[config.mk]
export PLATFORM = sky130hd
export DESIGN_NAME = apb_master_bridge
export DESIGN_NICKNAME = d
export VERILOG_FILES = /design/src/rtl/apb_master_bridge.sv
export SDC_FILE = /design/constraint.sdc
export NUM_CORES = 1
export LEC_CHECK = 0
export CORE_MARGIN = 2
export CORE_UTILIZATION = 30
export CTS_BUF_LIST = sky130_fd_sc_hd__clkbuf_8 sky130_fd_sc_hd__clkbuf_16
export CTS_CLUSTER_SIZE = 25
export DETAILED_ROUTE_END_ITERATION = 6
export GPL_TIMING_DRIVEN = 1
export PLACE_DENSITY = 0.63
export SETUP_SLACK_MARGIN = 0.4
export SLEW_MARGIN = 20
export SYNTH_ARGS = -nofsm -noshare
export SYNTH_HDL_FRONTEND = slang
export SYNTH_SLANG_ARGS = --single-unit
export TNS_END_PERCENT = 1
[constraint.sdc]
create_clock -name clk_i -period 1.6 [get_ports clk_i]
set_input_delay 0.4 -clock clk_i [delete_from_list [all_inputs] [get_ports clk_i]]
set_output_delay 0.4 -clock clk_i [all_outputs]
set_load 0.02 [all_outputs]
[src/rtl/apb_master_bridge.sv]
// APB master bridge: turns a valid/ready request into one APB transfer and
// returns the result on a valid/ready response channel.
// One transaction is in flight at a time.
// Optional feature: define APB_MASTER_BRIDGE_TIMEOUT_EN to bound the ACCESS
// phase to TIMEOUT_CYCLES cycles. A timed-out transfer reports an error.
//
// state  | meaning
// -------+-------------------------------------------------------------
// IDLE   | ready for a request; all APB outputs are low
// SETUP  | APB setup phase (psel=1, penable=0), lasts one cycle
// ACCESS | APB access phase (psel=1, penable=1), waits for pready
// RESP   | response presented, held until resp_ready_i
module apb_master_bridge #(
    parameter int APB_ADDR_WIDTH = 32,
    parameter int APB_DATA_WIDTH = 32,
    parameter int TIMEOUT_CYCLES = 256
) (
    input  logic                      clk_i,
    input  logic                      rst_ni,
    input  logic                      req_valid_i,
    output logic                      req_ready_o,
    input  logic                      req_write_i,
    input  logic [APB_ADDR_WIDTH-1:0] req_addr_i,
    input  logic [APB_DATA_WIDTH-1:0] req_wdata_i,
    output logic                      resp_valid_o,
    input  logic                      resp_ready_i,
    output logic [APB_DATA_WIDTH-1:0] resp_rdata_o,
    output logic                      resp_err_o,
    output logic                      psel_o,
    output logic                      penable_o,
    output logic                      pwrite_o,
    output logic [APB_ADDR_WIDTH-1:0] paddr_o,
    output logic [APB_DATA_WIDTH-1:0] pwdata_o,
    input  logic [APB_DATA_WIDTH-1:0] prdata_i,
    input  logic                      pready_i,
    input  logic                      pslverr_i
);

    typedef enum logic [1:0] {IDLE, SETUP, ACCESS, RESP} state_t;

    state_t                    state_q, state_d;
    logic                      write_q, write_d;
    logic [APB_ADDR_WIDTH-1:0] addr_q, addr_d;
    logic [APB_DATA_WIDTH-1:0] wdata_q, wdata_d;
    logic [APB_DATA_WIDTH-1:0] rdata_q, rdata_d;
    logic                      err_q, err_d;
    // Low during reset and for the cycle in which reset is released, so
    // req_ready_o stays low in reset and rises on the first clock after it.
    logic                      out_en_q, out_en_d;
    logic                      apb_active;

`ifdef APB_MASTER_BRIDGE_TIMEOUT_EN
    localparam logic [15:0] TIMEOUT_LAST = 16'(TIMEOUT_CYCLES - 1);
    logic [15:0] cnt_q, cnt_d;
`endif

    // State and transaction registers; async reset discards any transfer.
    always_ff @(posedge clk_i or negedge rst_ni) begin
        if (!rst_ni) begin
            state_q  <= IDLE;
            write_q  <= 1'b0;
            addr_q   <= '0;
            wdata_q  <= '0;
            rdata_q  <= '0;
            err_q    <= 1'b0;
            out_en_q <= 1'b0;
`ifdef APB_MASTER_BRIDGE_TIMEOUT_EN
            cnt_q    <= '0;
`endif
        end else begin
            state_q  <= state_d;
            write_q  <= write_d;
            addr_q   <= addr_d;
            wdata_q  <= wdata_d;
            rdata_q  <= rdata_d;
            err_q    <= err_d;
            out_en_q <= out_en_d;
`ifdef APB_MASTER_BRIDGE_TIMEOUT_EN
            cnt_q    <= cnt_d;
`endif
        end
    end

    // Next-state logic, request capture and response capture.
    always_comb begin
        state_d  = state_q;
        write_d  = write_q;
        addr_d   = addr_q;
        wdata_d  = wdata_q;
        rdata_d  = rdata_q;
        err_d    = err_q;
        out_en_d = 1'b1;
`ifdef APB_MASTER_BRIDGE_TIMEOUT_EN
        cnt_d    = cnt_q;
`endif
        case (state_q)
            IDLE: begin
                if (req_valid_i && out_en_q) begin
                    write_d = req_write_i;
                    addr_d  = req_addr_i;
                    wdata_d = req_wdata_i;
                    rdata_d = '0;
                    err_d   = 1'b0;
                    state_d = SETUP;
`ifdef APB_MASTER_BRIDGE_TIMEOUT_EN
                    cnt_d   = '0;
`endif
                end
            end
            SETUP: state_d = ACCESS;
            ACCESS: begin
                if (pready_i) begin
                    err_d   = pslverr_i;
                    rdata_d = write_q ? '0 : prdata_i;
                    state_d = RESP;
                end
`ifdef APB_MASTER_BRIDGE_TIMEOUT_EN
                else if (cnt_q == TIMEOUT_LAST) begin
                    err_d   = 1'b1;
                    rdata_d = '0;
                    state_d = RESP;
                end else begin
                    cnt_d   = cnt_q + 16'd1;
                end
`endif
            end
            RESP: begin
                if (resp_ready_i) begin
                    state_d = IDLE;
                end
            end
            default: state_d = IDLE;
        endcase
    end

    assign apb_active   = (state_q == SETUP) || (state_q == ACCESS);
    assign req_ready_o  = (state_q == IDLE) && out_en_q;
    assign psel_o       = apb_active;
    assign penable_o    = (state_q == ACCESS);
    assign pwrite_o     = apb_active && write_q;
    assign paddr_o      = apb_active ? addr_q : '0;
    assign pwdata_o     = apb_active ? wdata_q : '0;
    assign resp_valid_o = (state_q == RESP);
    assign resp_rdata_o = resp_valid_o ? rdata_q : '0;
    assign resp_err_o   = resp_valid_o && err_q;

endmodule

-- Word-level counts from Yosys, hierarchy flattened
Cells that the tools add are included.
- add/sub/neg operators: 0
- $mul: 0
- div/mod/pow operators: 0
- order comparisons: 0
- eq/ne operators: 6
- shift operators: 0
- muxes and demuxes: 14
- bitwise gates (word level): 0
- reductions and logical operators: 10
- operators with widths (operator ; number):
    $mux 32 ; 6
    $pmux 32 s2 ; 1
    $pmux 2 s4 ; 1
    $mux 2 ; 3
    $reduce_and 3->1 ; 2
    $eq 2x2->1 const B ; 2
    $logic_and 1x1->1 ; 4
    $ne 2x1->1 const B ; 2
    $eq 2x1->1 const B ; 1
    $logic_not 2->1 ; 1
    $mux 1 ; 2
    $ne 2x2->1 const B ; 1
    $pmux 1 s2 ; 1
    $reduce_and 2->1 ; 1
    $reduce_bool 2->1 ; 1
    $logic_or 1x1->1 ; 1
- register bits: 101
- latch bits: 0
- RAM bits: 0
- bits in read-only memories: 0
- input bits: 103
- output and inout bits: 102
- logic and storage cells: 37
- memories kept: 0

-- Longest topological paths before layout
- depth after elaboration: 3
- mapped depth: 7
- gate-level depth less buffers: 5

-- Worst setup path before layout
No wires, ideal clock.
- kind: reg-to-output
- from: register state_q[1]
- to: output port paddr_o[22]
- data arrival time: 1.541 ns
- data required time: 1.200 ns
- slack: -0.341 ns
- cell stages (with the launch flop): 6
- path buffers: 2
- cell sequence: dfrtp_1 > inv_1 > ha_1 > clkbuf_1 > clkbuf_1 > and2_1
- cells in the longest elaborated chain, start to end: 3
- elaborated cells between the ends (all ways): 4
- those cells by class: 2 x eq/ne; 1 x mux; 1 x reduce/logical
- RTL lines (item ; line ; RTL):
    from (decl) ; 41 ; state_t state_q, state_d;
    from (signal assigned) ; 71 ; state_q <= state_d;
    $eq 2x1->1 / $eq 2x2->1 (equally long branches) ; 136 ; assign apb_active = (state_q == SETUP) || (state_q == ACCESS);
    $logic_or 1x1->1 (*) ; 136 ;
    net psel_o ; 29 ; output logic psel_o,
    $mux 32 (*) ; 141 ; assign paddr_o = apb_active ? addr_q : '0;
    to (decl) ; 32 ; output logic [APB_ADDR_WIDTH-1:0] paddr_o,
The timed path passes the listed nets; every way through them passes the cells marked *.

-- Worst setup path after layout
- from: register state_q[1]
- to: output port paddr_o[8]
- cells in the longest elaborated chain, start to end: 3
- elaborated cells between the ends (all ways): 4
- those cells by class: 2 x eq/ne; 1 x mux; 1 x reduce/logical
- RTL lines (item ; line):
    $eq 2x1->1 / $eq 2x2->1 (equally long branches) ; 136
    $logic_or 1x1->1 (*) ; 136
    $mux 32 (*) ; 141
Every way passes the cells marked *; elsewhere a longest branch is shown, timed or not.

==> results.toml <==
[placement]
hpwlAfterDp_um = 9160
gp_congestion = 0.737
detailed_place.area_um2 = 7410
place_ws_ns = -0.599
port_buffers = 204

[critical_path]
crit_family = "buffers and inverters"
crit_buf_inv = 4
worstSetupEndpointType = "output pin"
crit_slowest_cell = "dfrtp_2"
rrSetupSlack_ns = -0.16
ff2ff_path_depth = 7
path_depth = 6
cp_max_fo = 7
critPathLaunchType = "register"
crit_path_max_incr_delay_ns = 0.43
path_class = "register to output pin"
cp_cell_sequence = "inv_2, ha_4, buf_12, clkbuf_16, and2_4, buf_6"
worstPathArrival_ns = 1.64
crit_required_ns = 1.20

[job]
max_cap_viol_count = 0

[logic_synthesis]
synth.most_common_cell = "dfrtp_1"
syn_inst = 410
synth_top_area_cell = "dfrtp_1"
ys_seq_area_share_pct = 52.5
syn_nets = 517
synth.avg_cell_area_um2 = 11.7
ys_warn_count = 0
synth.area.top_cells = "dfrtp_1 (52%), mux2_2 (15%), and2_1 (13%)"
ys_types = 26
ys_ff_latch = 101
yosysTopAreaCellShare_pct = 52.5
synth_ff_type = "dfrtp_1"
syn-cell-area_um2 = 4810
netlist_top_cells_count = "dfrtp_1 (101), and2_1 (98), mux2_2 (66)"
synth_edf_count = 0
synthArstFlopShare_pct = 100

[global_routing]
antenna_found_initial = 0
grt_pass1_vias = 3931
grt_pass1_wl_um = 20500
grt_max_degree = 40
grt.total_usage_pct = 15.4
grt-ovfl-total = 0

[timing]
timing.hold.ws_ns = 0.482
finalHoldViolCount = 0
rsz0062_at_grt = "true"
tns_ns = -40.92
fin_crit_ns = 2.04
final-setup-viol-count = 135
drv_slew = 0
fin_ws_ns = -0.439
post-route-period-util_pct = 127
finClkSkew_ns = 0.00606
clock.fmax_mhz = 490

[finish]
fin_nets = 745
area_growth_pct = 68.8
stdcell_area_um2 = 8130
antenna_cells = 0
final_layout_size_suffix_gt1_share_pct = 46.2

[die]
die_h_um = 131
fp.coreArea_um2 = 15800
io_pins = 205
initial_core_util_pct = 30.5
fp.dieW_um = 131
rows = 46
die_area_um2 = 17100

[routing]
routed_wl_um = 13600
drtPass1Iterations = 4
wl_per_cell_um = 15.9
final_antenna_net_count = 0
vias = 3712
met3_length_um = 814
dr.max_layer_used = "met4"
drtIter0Drc = 100
met2WireLength_um = 6850
wl_met1_um = 5780
remaining_drc_errors = 0
via_per_inst = 4.32

[clock_network]
root_buffer = "clkbuf_16"
cts_tree = "built"
clk_latency_ns = 0.34
clockBufferDepth = 2
htreeDepth = 3
clk_pin_slew_worst_paths_ns = 0.06
clock-sinks = 101
cts_made_buffers = 9

[power_and_ir_drop]
p_leak_nw = 3.97
power_mw = 18.5
power_density_nw_per_um2 = 2270
ir_drop_v = 0.00151

[hold_path]
hold_class = "primary input to asynchronous set/reset pin"

[outcome]
failed_checks = "setup timing"
status = "finished, violations left"
per-stage QoR:
step / cells / util [%]
after floorplan: 410 / -
after global placement: 831 / 47.0
after detailed placement: 831 / 47.0
after CTS: 849 / 48.8
after global routing: 859 / 51.5
final: 859 / 51.5
logic make-up after synthesis:
kind of cell | share of synthesized area (%)
AOI/OAI and AO/OA | 0.831
muxes | 22.3
DFF | 52.5
and+or+nand+nor | 17.0
adders and majority gates | 1.04
buffers and inverters | 6.26
other | 0.0779
final timing paths:
check | startpoint | endpoint
min | rst_ni | rdata_q[14]
min reg2reg | addr_q[29] | addr_q[29]
min in group clk_i | addr_q[29] | addr_q[29]
max reg2reg | state_q[1] | rdata_q[10]
max in group asynchronous | rst_ni | addr_q[17]
max | state_q[1] | paddr_o[8]
layer usage:
layer | vias up | track usage [%]
li1 | 1757 | -
met1 | 1826 | 19.8
met4 | 0 | 5.38
met3 | 15 | 4.03
met2 | 114 | 25.4
met5 | - | 0
placed cells by master (no fill, tap or decap), types with 2 or more instances in the layout:
cell type	instances
clkdlybuf4s50_1	101
nor2_1	2
nand2_1	32
dfrtp_1	100
clkbuf_16	13
buf_2	27
mux2_2	9
buf_6	80
inv_2	2
and2_1	30
buf_4	16
inv_1	38
ha_4	3
clkinv_2	2
buf_12	10
and2_4	69
mux2i_1	33
mux2_4	57
report_power, final:
| part | internal [mW] | switching, mW |
|---|---|---|
| Combinational | 7.19 | 5.17 |
| Sequential | 3.58 | 0.582 |
| Clock | 1.02 | 0.932 |
timing repair:
item / CTS / global route
resized for setup: 558 / 91
hold endpoints to repair: 14 / 0
hold buffers: 1 / 0
setup buffers: 1 / 4
cloned: 0 / 6
setup endpoints to repair: 202 / 202
pin swaps: 7 / 5
state kept, by name, indices dropped and copies added, names as in the netlist:
register	count
addr_q	32
err_q	1
state_q	2
rdata_q	32
wdata_q	32
out_en_q	1
write_q	1
cell type report:
| class | count | area [um2] |
|---|---|---|
| Clock buffer | 9 | 225 |
| Sequential cell | 101 | 2530 |
| Tap cell | 216 | 270 |
| Multi-Input combinational cell | 250 | 2430 |
| Timing Repair Buffer | 241 | 2510 |
| Inverter | 35 | 131 |
| Clock inverter | 7 | 28.8 |
| Fill cell | 1419 | 7640 |
(Power assumes the default switching activity.)
